<file path="config.mk">
export PLATFORM = sky130hd
export DESIGN_NAME = eq_gain_mixer_flat
export DESIGN_NICKNAME = d
export VERILOG_FILES = /design/src/rtl/eq_gain_mixer_pkg.sv /design/src/rtl/eq_gain_mixer_if.sv /design/src/rtl/eq_gain_mixer_gain_ramp.sv /design/src/rtl/eq_gain_mixer.sv /design/src/flat_wrapper.sv
export SDC_FILE = /design/constraint.sdc
export NUM_CORES = 1
export LEC_CHECK = 0
export ABC_AREA = 1
export ABC_CLOCK_PERIOD_IN_PS = 6600
export BUFFER_PORTS_ARGS = -buffer_cell sky130_fd_sc_hd__buf_2
export CORE_MARGIN = 3
export CORE_UTILIZATION = 57
export CTS_CLUSTER_DIAMETER = 30
export CTS_CLUSTER_SIZE = 14
export DETAILED_ROUTE_END_ITERATION = 16
export PLACE_DENSITY = 0.75
export SLEW_MARGIN = 20
export SYNTH_ARGS = -nofsm -noshare
export SYNTH_HDL_FRONTEND = slang
export SYNTH_SLANG_ARGS = --single-unit
</file>
<file path="constraint.sdc">
create_clock -name clk -period 6.6 [get_ports clk]
set_input_delay 0.66 -clock clk [delete_from_list [all_inputs] [get_ports clk]]
set_output_delay 0.66 -clock clk [all_outputs]
set_load 0.1 [all_outputs]
</file>
<file path="src/rtl/eq_gain_mixer_pkg.sv">
// Shared equalizer definitions: mixer FSM states, gain/accumulator sizing
// helpers and the saturating clamp used across the equalizer blocks.
package eq_pkg;

    typedef enum logic [1:0] {
        IDLE = 2'd0,
        MAC  = 2'd1,
        OUT  = 2'd2
    } mix_state_t;

    function automatic int unity_gain(input int gain_frac);
        return 1 << gain_frac;
    endfunction

    // Wide enough to sum NUM_BANDS full-scale products without overflow.
    function automatic int acc_width(input int data_w, input int gain_w, input int num_bands);
        return data_w + gain_w + $clog2(num_bands) + 1;
    endfunction

    function automatic logic signed [63:0] saturate(input logic signed [63:0] x, input int data_w);
        logic signed [63:0] hi;
        logic signed [63:0] lo;
        hi = (64'sd1 <<< (data_w - 1)) - 64'sd1;
        lo = -(64'sd1 <<< (data_w - 1));
        if (x > hi) begin
            return hi;
        end else if (x < lo) begin
            return lo;
        end
        return x;
    endfunction

endpackage

</file>
<file path="src/rtl/eq_gain_mixer_if.sv">
// Sample-in / mix-out handshake bundle for the equalizer gain mixer.
// The master drives samples and output acceptance; the slave is the mixer.
interface eq_gain_mixer_if #(
    parameter int NUM_BANDS = 4,
    parameter int DATA_W    = 16,
    parameter int GAIN_W    = 8
);
    logic                          in_valid;
    logic                          in_ready;
    logic [NUM_BANDS*DATA_W-1:0]   band_in;
    logic [NUM_BANDS*GAIN_W-1:0]   gain_target;
    logic                          bypass;
    logic                          out_valid;
    logic                          out_ready;
    logic [DATA_W-1:0]             audio_out;
    logic                          clip;

    modport master (
        output in_valid, band_in, gain_target, bypass, out_ready,
        input  in_ready, out_valid, audio_out, clip
    );

    modport slave (
        input  in_valid, band_in, gain_target, bypass, out_ready,
        output in_ready, out_valid, audio_out, clip
    );
endinterface

</file>
<file path="src/rtl/eq_gain_mixer_gain_ramp.sv">
// Per-band gain slew limiter: on each update strobe the gain moves toward
// its target by at most RAMP_STEP, landing exactly on the target.
module gain_ramp
    import eq_pkg::*;
#(
    parameter int GAIN_W    = 8,
    parameter int GAIN_FRAC = 5,
    parameter int RAMP_STEP = 1
) (
    input  logic              clk,
    input  logic              rst_n,
    input  logic              i_update,
    input  logic [GAIN_W-1:0] i_target,
    output logic [GAIN_W-1:0] o_gain
);
    localparam logic [GAIN_W-1:0] UNITY = GAIN_W'(unity_gain(GAIN_FRAC));
    localparam logic [GAIN_W-1:0] STEP  = GAIN_W'(RAMP_STEP);

    logic [GAIN_W-1:0] r_gain;
    logic [GAIN_W-1:0] w_gain_next;

    always_comb begin
        w_gain_next = r_gain;
        if (i_target > r_gain) begin
            w_gain_next = ((i_target - r_gain) > STEP) ? (r_gain + STEP) : i_target;
        end else if (i_target < r_gain) begin
            w_gain_next = ((r_gain - i_target) > STEP) ? (r_gain - STEP) : i_target;
        end
    end

    always_ff @(posedge clk or negedge rst_n) begin
        if (!rst_n) begin
            r_gain <= UNITY;
        end else if (i_update) begin
            r_gain <= w_gain_next;
        end
    end

    assign o_gain = r_gain;

endmodule

</file>
<file path="src/rtl/eq_gain_mixer.sv">
// N-band gain-and-mix stage: one band per cycle through a shared multiplier,
// ramped per-band gains, saturated band sum presented with valid/ready.
module eq_gain_mixer
    import eq_pkg::*;
#(
    parameter int NUM_BANDS = 4,
    parameter int DATA_W    = 16,
    parameter int GAIN_W    = 8,
    parameter int GAIN_FRAC = 5,
    parameter int RAMP_STEP = 1
) (
    input  logic           clk,
    input  logic           rst_n,
    eq_gain_mixer_if.slave bus
);
    localparam int ACC_W  = acc_width(DATA_W, GAIN_W, NUM_BANDS);
    localparam int PROD_W = DATA_W + GAIN_W + 1;
    localparam int IDX_W  = $clog2(NUM_BANDS);
    localparam logic [IDX_W-1:0]  LAST_IDX = IDX_W'(NUM_BANDS - 1);
    localparam logic [GAIN_W-1:0] UNITY    = GAIN_W'(unity_gain(GAIN_FRAC));

    mix_state_t               r_state;
    logic signed [DATA_W-1:0] r_band [NUM_BANDS];
    logic                     r_bypass;
    logic signed [ACC_W-1:0]  r_acc;
    logic [IDX_W-1:0]         r_idx;
    logic [DATA_W-1:0]        r_audio;
    logic                     r_clip;

    logic [GAIN_W-1:0]        w_gain_cur [NUM_BANDS];
    logic                     w_accept;
    logic [GAIN_W-1:0]        w_gain_sel;
    logic signed [PROD_W-1:0] w_prod;
    logic signed [ACC_W-1:0]  w_acc_sum;
    logic signed [ACC_W-1:0]  w_acc_shr;
    logic signed [63:0]       w_sat;
    logic                     w_clip;

    assign w_accept = (r_state == IDLE) && bus.in_valid;

    // Gains advance only on accepted samples, so the MAC sees the post-ramp value.
    generate
        for (genvar gi = 0; gi < NUM_BANDS; gi++) begin : g_band
            gain_ramp #(
                .GAIN_W    (GAIN_W),
                .GAIN_FRAC (GAIN_FRAC),
                .RAMP_STEP (RAMP_STEP)
            ) u_ramp (
                .clk      (clk),
                .rst_n    (rst_n),
                .i_update (w_accept),
                .i_target (bus.gain_target[gi*GAIN_W +: GAIN_W]),
                .o_gain   (w_gain_cur[gi])
            );
        end
    endgenerate

    // Gain is zero-extended so the unsigned value survives the signed multiply.
    assign w_gain_sel = r_bypass ? UNITY : w_gain_cur[r_idx];
    assign w_prod     = r_band[r_idx] * $signed({1'b0, w_gain_sel});
    assign w_acc_sum  = r_acc + ACC_W'(w_prod);
    assign w_acc_shr  = w_acc_sum >>> GAIN_FRAC;
    assign w_sat      = saturate(64'(w_acc_shr), DATA_W);
    assign w_clip     = (w_sat != 64'(w_acc_shr));

    always_ff @(posedge clk or negedge rst_n) begin
        if (!rst_n) begin
            r_state  <= IDLE;
            r_bypass <= 1'b0;
            r_acc    <= '0;
            r_idx    <= '0;
            r_audio  <= '0;
            r_clip   <= 1'b0;
            for (int b = 0; b < NUM_BANDS; b++) begin
                r_band[b] <= '0;
            end
        end else begin
            case (r_state)
                IDLE: begin
                    if (bus.in_valid) begin
                        for (int b = 0; b < NUM_BANDS; b++) begin
                            r_band[b] <= bus.band_in[b*DATA_W +: DATA_W];
                        end
                        r_bypass <= bus.bypass;
                        r_acc    <= '0;
                        r_idx    <= '0;
                        r_state  <= MAC;
                    end
                end
                MAC: begin
                    r_acc <= w_acc_sum;
                    r_idx <= r_idx + 1'b1;
                    // Final band: latch the saturated result so it is stable through OUT.
                    if (r_idx == LAST_IDX) begin
                        r_audio <= w_sat[DATA_W-1:0];
                        r_clip  <= w_clip;
                        r_state <= OUT;
                    end
                end
                OUT: begin
                    if (bus.out_ready) begin
                        r_state <= IDLE;
                    end
                end
                default: r_state <= IDLE;
            endcase
        end
    end

    assign bus.in_ready  = (r_state == IDLE);
    assign bus.out_valid = (r_state == OUT);
    assign bus.audio_out = r_audio;
    assign bus.clip      = r_clip;

endmodule
</file>
<file path="src/flat_wrapper.sv">
// flat-port wrapper written by rule: the top's interface ports become plain ports
module eq_gain_mixer_flat import eq_pkg::*;
#(
    parameter int NUM_BANDS = 4,
    parameter int DATA_W    = 16,
    parameter int GAIN_W    = 8,
    parameter int GAIN_FRAC = 5,
    parameter int RAMP_STEP = 1
)
  (clk, rst_n, bus_in_valid, bus_band_in, bus_gain_target, bus_bypass, bus_out_ready, bus_in_ready, bus_out_valid, bus_audio_out, bus_clip);
  eq_gain_mixer_if #(.NUM_BANDS(NUM_BANDS), .DATA_W(DATA_W), .GAIN_W(GAIN_W)) bus_i ();
  input  logic clk;
  input  logic rst_n;
  input wire logic [$bits(bus_i.in_valid)-1:0] bus_in_valid;
  input wire logic [$bits(bus_i.band_in)-1:0] bus_band_in;
  input wire logic [$bits(bus_i.gain_target)-1:0] bus_gain_target;
  input wire logic [$bits(bus_i.bypass)-1:0] bus_bypass;
  input wire logic [$bits(bus_i.out_ready)-1:0] bus_out_ready;
  output wire logic [$bits(bus_i.in_ready)-1:0] bus_in_ready;
  output wire logic [$bits(bus_i.out_valid)-1:0] bus_out_valid;
  output wire logic [$bits(bus_i.audio_out)-1:0] bus_audio_out;
  output wire logic [$bits(bus_i.clip)-1:0] bus_clip;
  assign bus_i.in_valid = bus_in_valid;
  assign bus_i.band_in = bus_band_in;
  assign bus_i.gain_target = bus_gain_target;
  assign bus_i.bypass = bus_bypass;
  assign bus_i.out_ready = bus_out_ready;
  assign bus_in_ready = bus_i.in_ready;
  assign bus_out_valid = bus_i.out_valid;
  assign bus_audio_out = bus_i.audio_out;
  assign bus_clip = bus_i.clip;
  eq_gain_mixer #(.NUM_BANDS(NUM_BANDS), .DATA_W(DATA_W), .GAIN_W(GAIN_W), .GAIN_FRAC(GAIN_FRAC), .RAMP_STEP(RAMP_STEP)) u_core (.clk(clk), .rst_n(rst_n), .bus(bus_i));
endmodule
</file>
# Word level (Yosys, flattened, before mapping)
# Index checks and enable logic that the tools add are counted.
# word_totals
ram_bits,0
mem_bits_ro,0
memories,0
in_bits,101
ff_bits,145
output_inout_bits,19
latchBits,0
wordCells,111
# op_classes
bitwise_logic,1
n_addsub,18
muxes,36
n_lt_le_gt_ge,19
n_div,0
n_mul,1
reduce_logical,15
eq_ne,7
n_shift,0
# ops
cell,count
64-bit two-way mux,3
8-bit two-way mux,19
"8-bit by 1-bit > comparator with 1-bit output, second input constant",8
64-bit by 22-bit != test with 1-bit output,1
8-bit subtractor,8
27-bit one-hot mux with 2 select lines,1
"8-bit by 1-bit adder with 8-bit output, second input constant",4
16-bit binary-select mux with 2-bit select,1
8-bit > comparator,4
8-bit < comparator,4
16-bit two-way mux,2
"8-bit by 1-bit subtractor with 8-bit output, second input constant",4
27-bit by 25-bit adder with 27-bit output,1
27-bit two-way mux,1
16-bit by 9-bit multiplier with 25-bit output,1
"22-bit by 16-bit > comparator with 1-bit output, second input constant",1
"22-bit by 16-bit < comparator with 1-bit output, second input constant",1
8-bit binary-select mux with 2-bit select,1
2-bit AND reduction,7
2-bit nonzero test,5
2-bit two-way mux,4
2-bit one-hot mux with 3 select lines,1
"2-bit == test, second input constant",2
"2-bit != test, second input constant",2
10 further kinds,11

# Longest topological paths before layout
# logic_depth
word_depth,12
ltp_mapped,38
ltp_nobuf,34

# By module
# Synthesis repeated with hierarchy kept, for this count alone.
# unflattened
hier_cells,2621
hier_area_um2,18263.8
# by_module_without_submodules
mod,n_inst,cells_each,area_per_inst_um2,seq_area_each_um2
eq_gain_mixer,1,1460,11129.4,2827.7
gain_ramp at u_core.g_band[1].u_ramp ...,3,291,1786.7,201.4
gain_ramp at u_core.g_band[0].u_ramp,1,288,1774.2,201.4

# Worst setup path before layout
# No wires, ideal clock.
# synth_timing
path_type,reg-to-reg
from,register u_core.r_idx[1]
to,"register u_core.r_audio[13], in the netlist u_core.bus.audio_out[13]"
setup_ns,0.120
n_path_buf,4
period_less_slack_ns,6.340
t_required_ns,6.480
path_stages_with_launch,33
path_slack_ns,0.260
arrival_time_ns,6.221
cell_sequence,dfrtp_1 -> buf_2 -> inv_1 -> buf_2 -> clkbuf_1 -> o21ai_0 -> o22ai_1 -> inv_1 -> nor2_1 -> fa_1 -> inv_1 -> fa_1 -> fa_1 -> inv_1 -> fa_1 -> inv_1 -> fa_1 -> inv_1 -> ha_1 -> nand2_1 -> nand2_1 -> o21bai_1 -> a21oi_1 -> nand3_1 -> nand2_1 -> nand2_1 -> nor2_2 -> nand3_2 -> nand2_2 -> buf_6 -> nand3_1 -> nand2_1 -> nand2_1
# synth_between
elab_chain_len,11
word_cells_on_any_way,18
classes_between,add/sub (1); mul (1); order compare (2); eq/ne (1); mux (11); bitwise (1); reduce/logical (1)
# synth_lines
element,line,rtl
start: declaration,eq_gain_mixer.sv:26,logic [IDX_W-1:0] r_idx;
start signal: assignment,eq_gain_mixer.sv:92,r_idx <= r_idx + 1'b1;
2-bit inverter with 3-bit output (not written as such),"eq_gain_mixer.sv:59, eq_gain_mixer.sv:60",
8-bit binary-select mux with 2-bit select,eq_gain_mixer.sv:59,assign w_gain_sel = r_bypass ? UNITY : w_gain_cur[r_idx];
8-bit two-way mux (not written as such) (2 in a row),eq_gain_mixer.sv:59,
8-bit two-way mux,eq_gain_mixer.sv:59,
16-bit by 9-bit multiplier with 25-bit output,eq_gain_mixer.sv:60,"assign w_prod = r_band[r_idx] * $signed({1'b0, w_gain_sel});"
27-bit by 25-bit adder with 27-bit output,eq_gain_mixer.sv:61,assign w_acc_sum = r_acc + ACC_W'(w_prod);
22-bit by 16-bit < comparator with 1-bit output,eq_gain_mixer_pkg.sv:27,end else if (x < lo) begin
1-bit two-way mux,eq_gain_mixer_pkg.sv:27,
1-bit two-way mux,eq_gain_mixer_pkg.sv:25,if (x > hi) begin
64-bit two-way mux,eq_gain_mixer_pkg.sv:30,return x;
end signal: assignment,eq_gain_mixer.sv:95,r_audio <= w_sat[DATA_W-1:0];
end: declaration,eq_gain_mixer.sv:27,logic [DATA_W-1:0] r_audio;
# Parallel ways exist; a longest one is shown, timed or not. The select of a mux whose other input is x is not followed.
# A chain may end at the register's enable or synchronous reset.

# Worst setup path in the final report
# layout_timing
from,register u_core.r_idx[0]
to,"register u_core.r_audio[14], in the netlist u_core.bus.audio_out[14]"
# The elaborated chain is that of the path after synthesis.

==> impl_metrics.tcl <==
set metrics [dict create \
    syn-num-nets 2723 \
    grt_pass1_vias 15245 \
    worst-path-max-fanout 15 \
    tightest_slew_ns 0.862 \
    initial_core_util_pct 58.3 \
    cts_buffers 17 \
    hold_slack_ns 0.266 \
    finalCoreUtilization_pct 66.3 \
    endpoint "u_core.bus.audio_out[14]" \
    finalInstanceArea_sq_mm 0.0192 \
    remaining_drc_errors 0 \
    ant_nets 0 \
    via_per_inst 5.46 \
    rows 62 \
    max_freq_ghz 0.158 \
    crit_path_end_kind "flop" \
    netlist_top_cells_count "nand2_1, inv_1, nand3_1" \
    antenna_found_initial 0 \
    holdCritPathClass "primary input to async pin" \
    status "complete, no violations" \
    numClockSinks 145 \
    cp.arrival_ns 6.70 \
    ios 120 \
    r2r_cells 30 \
    multi_input_area_sq_mm 0.0117 \
    slew_violations 0 \
    ys_ff_latch 145 \
    syn_to_final_growth_pct 13.7 \
    placed_area_sq_mm 0.0181 \
    yosysMostFrequentCell "nand2_1" \
    cts_tree "built" \
    drt_first_pass_iters 6 \
    ys_types 49 \
    skew_ns 0.0106 \
    clockBufferDepth 2 \
    synth_top_area_cell "dfrtp_1" \
    async_reset_ff_share_pct 100 \
    dr.first_iter.drc_count 1393 \
    r2r-start "u_core.r_idx[0]" \
    synth_warnings 0 \
    die_area_sq_mm 0.0318 \
    hold_viol_final 0 \
    diodes 0 \
    die_width_microns 178 \
    synth_ff_type "dfrtp_1" \
    synth_edf_count 0 \
    ys_seq_area_share_pct 21.5 \
    crit_path_frequent_cell "fa_1" \
    hpwl_microns 37300 \
    h-tree-depth 4 \
    slew_headroom_pct 42.5 \
    critPathSlowestCell "fa_1" \
    grt_max_degree 89 \
    regToRegEndpoint "u_core.bus.audio_out[14]" \
    cap_violations 0 \
    synth_top_area_share_pct 20.9 \
    nets 2862 \
    grt_util_all_layers_pct 30.4 \
    final.min_clock_period_ns 6.33 \
    finalSetupTns_ns 0 \
    fin_crit_sh_pct 96.0 \
    worstPathRequired_ns 6.96 \
    ys_top_cells_by_area "dfrtp_1, fa_1, nand2_1" \
    synth.avg_cell_area_sq_um 7.17 \
    root_buffer "clkbuf_16" \
    postCtsHoldBufs 0 \
    fill_cells 2570 \
    fp.coreArea_sq_mm 0.0290 \
    wirelength_microns 47900 \
    ff_latch_area_sq_mm 0.00364 \
    vias 15800 \
    reg2reg_slack_ns 0.27 \
    drive_above_1_share_pct 15.9 \
    wl_per_cell_microns 16.6 \
    die_h_microns 178 \
    cp-startpoint "u_core.r_idx[0]" \
    clock_latency_ns 0.43 \
    clk_pin_slew_worst_paths_ns 0.06 \
    postSynthCellCount 2359 \
    finalWeightedCongestion 0.951 \
    io_buffers 119 \
    setup_violations 0 \
    start_kind "flop" \
    worstSetupPathType "flop to flop" \
    grt-ovfl-total 0 \
    synth_area_sq_mm 0.0169 \
    max_stage_delay_ns 0.58 \
    grt_pass1_wl_microns 76800 \
]
-- what timing repair did --
| action | in CTS | in global routing |
|---|---|---|
| gates resized for setup | 0 | 97 |
| setup buffers | 0 | 11 |
| setup endpoints to repair | 0 | 16 |
-- layer usage --
layer	global-route usage, %	wire (microns)	up-vias
li1	-	-	7594
met1	42.6	21500	7480
met2	47.8	21800	638
met3	4.49	3160	88
met4	11.8	1500	0
met5	0	0	-
-- final cells by class --
type                            count  area share, %
Timing Repair Buffer              180           6.06
Tap cell                          384           2.50
Clock inverter                     13          0.904
Timing Repair inverter              2         0.0781
Clock buffer                       19           2.30
Multi-Input combinational cell   1732           60.9
Sequential cell                   145           18.9
Inverter                          420           8.32
-- worst max-delay path: cells and delay by family, from the launching register on --
family                   cells  cell delay (ns)
buffers and inverters        9             0.94
adder cells (fa/ha/maj)      6             3.01
AO/OA/AOI/OAI                2             0.36
flip-flops                   1             0.47
AND/OR/NAND/NOR             13             1.47
-- registers in the layout, indices dropped and copies added (netlist names) --
name and cells:
u_core.r_idx 2, u_core.r_band 64, u_core.r_state 2, u_core.r_bypass 1, u_core.bus.audio_out 16, u_core.r_acc 27
u_core.g_band.u_ramp.o_gain 32, u_core.bus.clip 1
-- cells by family (layout without fill, tap and decap cells) --
kind of cell,count (synthesis),count (layout),synth area share (%)
buf+inv,483,634,11.0
fa+ha+maj,263,263,25.4
simple gates,1122,1123,28.4
flops,145,145,21.5
compound gates,244,244,8.33
xor+xnor,102,102,5.37
-- cells in the final DEF (no fill, tap or decap), drive strengths merged --
cell type    n
o211ai       4
nor2       188
xnor2       19
o22ai       21
a22o         2
a32oi       15
buf        177
clkinvlp     9
inv        417
a221oi       1
o21a         1
nor4         2
clkbuf      22
or2         50
dfstp        4
bufinv       3
fa         135
a31oi        8
o21bai       7
nor3        16
ha         128
xor2        83
and2         2
nand3      173
o31ai        1
nand3b       2
a21oi       96
clkinv       6
o21ai       84
nand2      659
dfrtp      141
a21o         3
nand4       31
a211oi       1
-- through the flow --
stage	worst slack, ns	cells
finish	0.265	2895
global route	-0.0395	2895
CTS	0.0797	2878
detailed placement	0.0976	2846
global placement	0.186	2846
floorplan	0.260	2359
-- worst min-delay path by stage --
| stage | from | to |
|---|---|---|
| 5_1_grt | rst_n | u_core.g_band[1].u_ramp.o_gain[7] |
| 4_1_cts | rst_n | u_core.g_band[1].u_ramp.o_gain[7] |
| 2_1_floorplan | rst_n | u_core.bus.audio_out[0] |
| 3_5_place_dp | u_core.r_band[12] | u_core.r_band[12] |
| 3_3_place_gp | u_core.r_band[54] | u_core.r_band[54] |
| 6_report | rst_n | u_core.g_band[1].u_ramp.o_gain[6] |
Power is not shown: default switching activity piles up to over one toggle a cycle in this logic, so the estimate is an artifact.
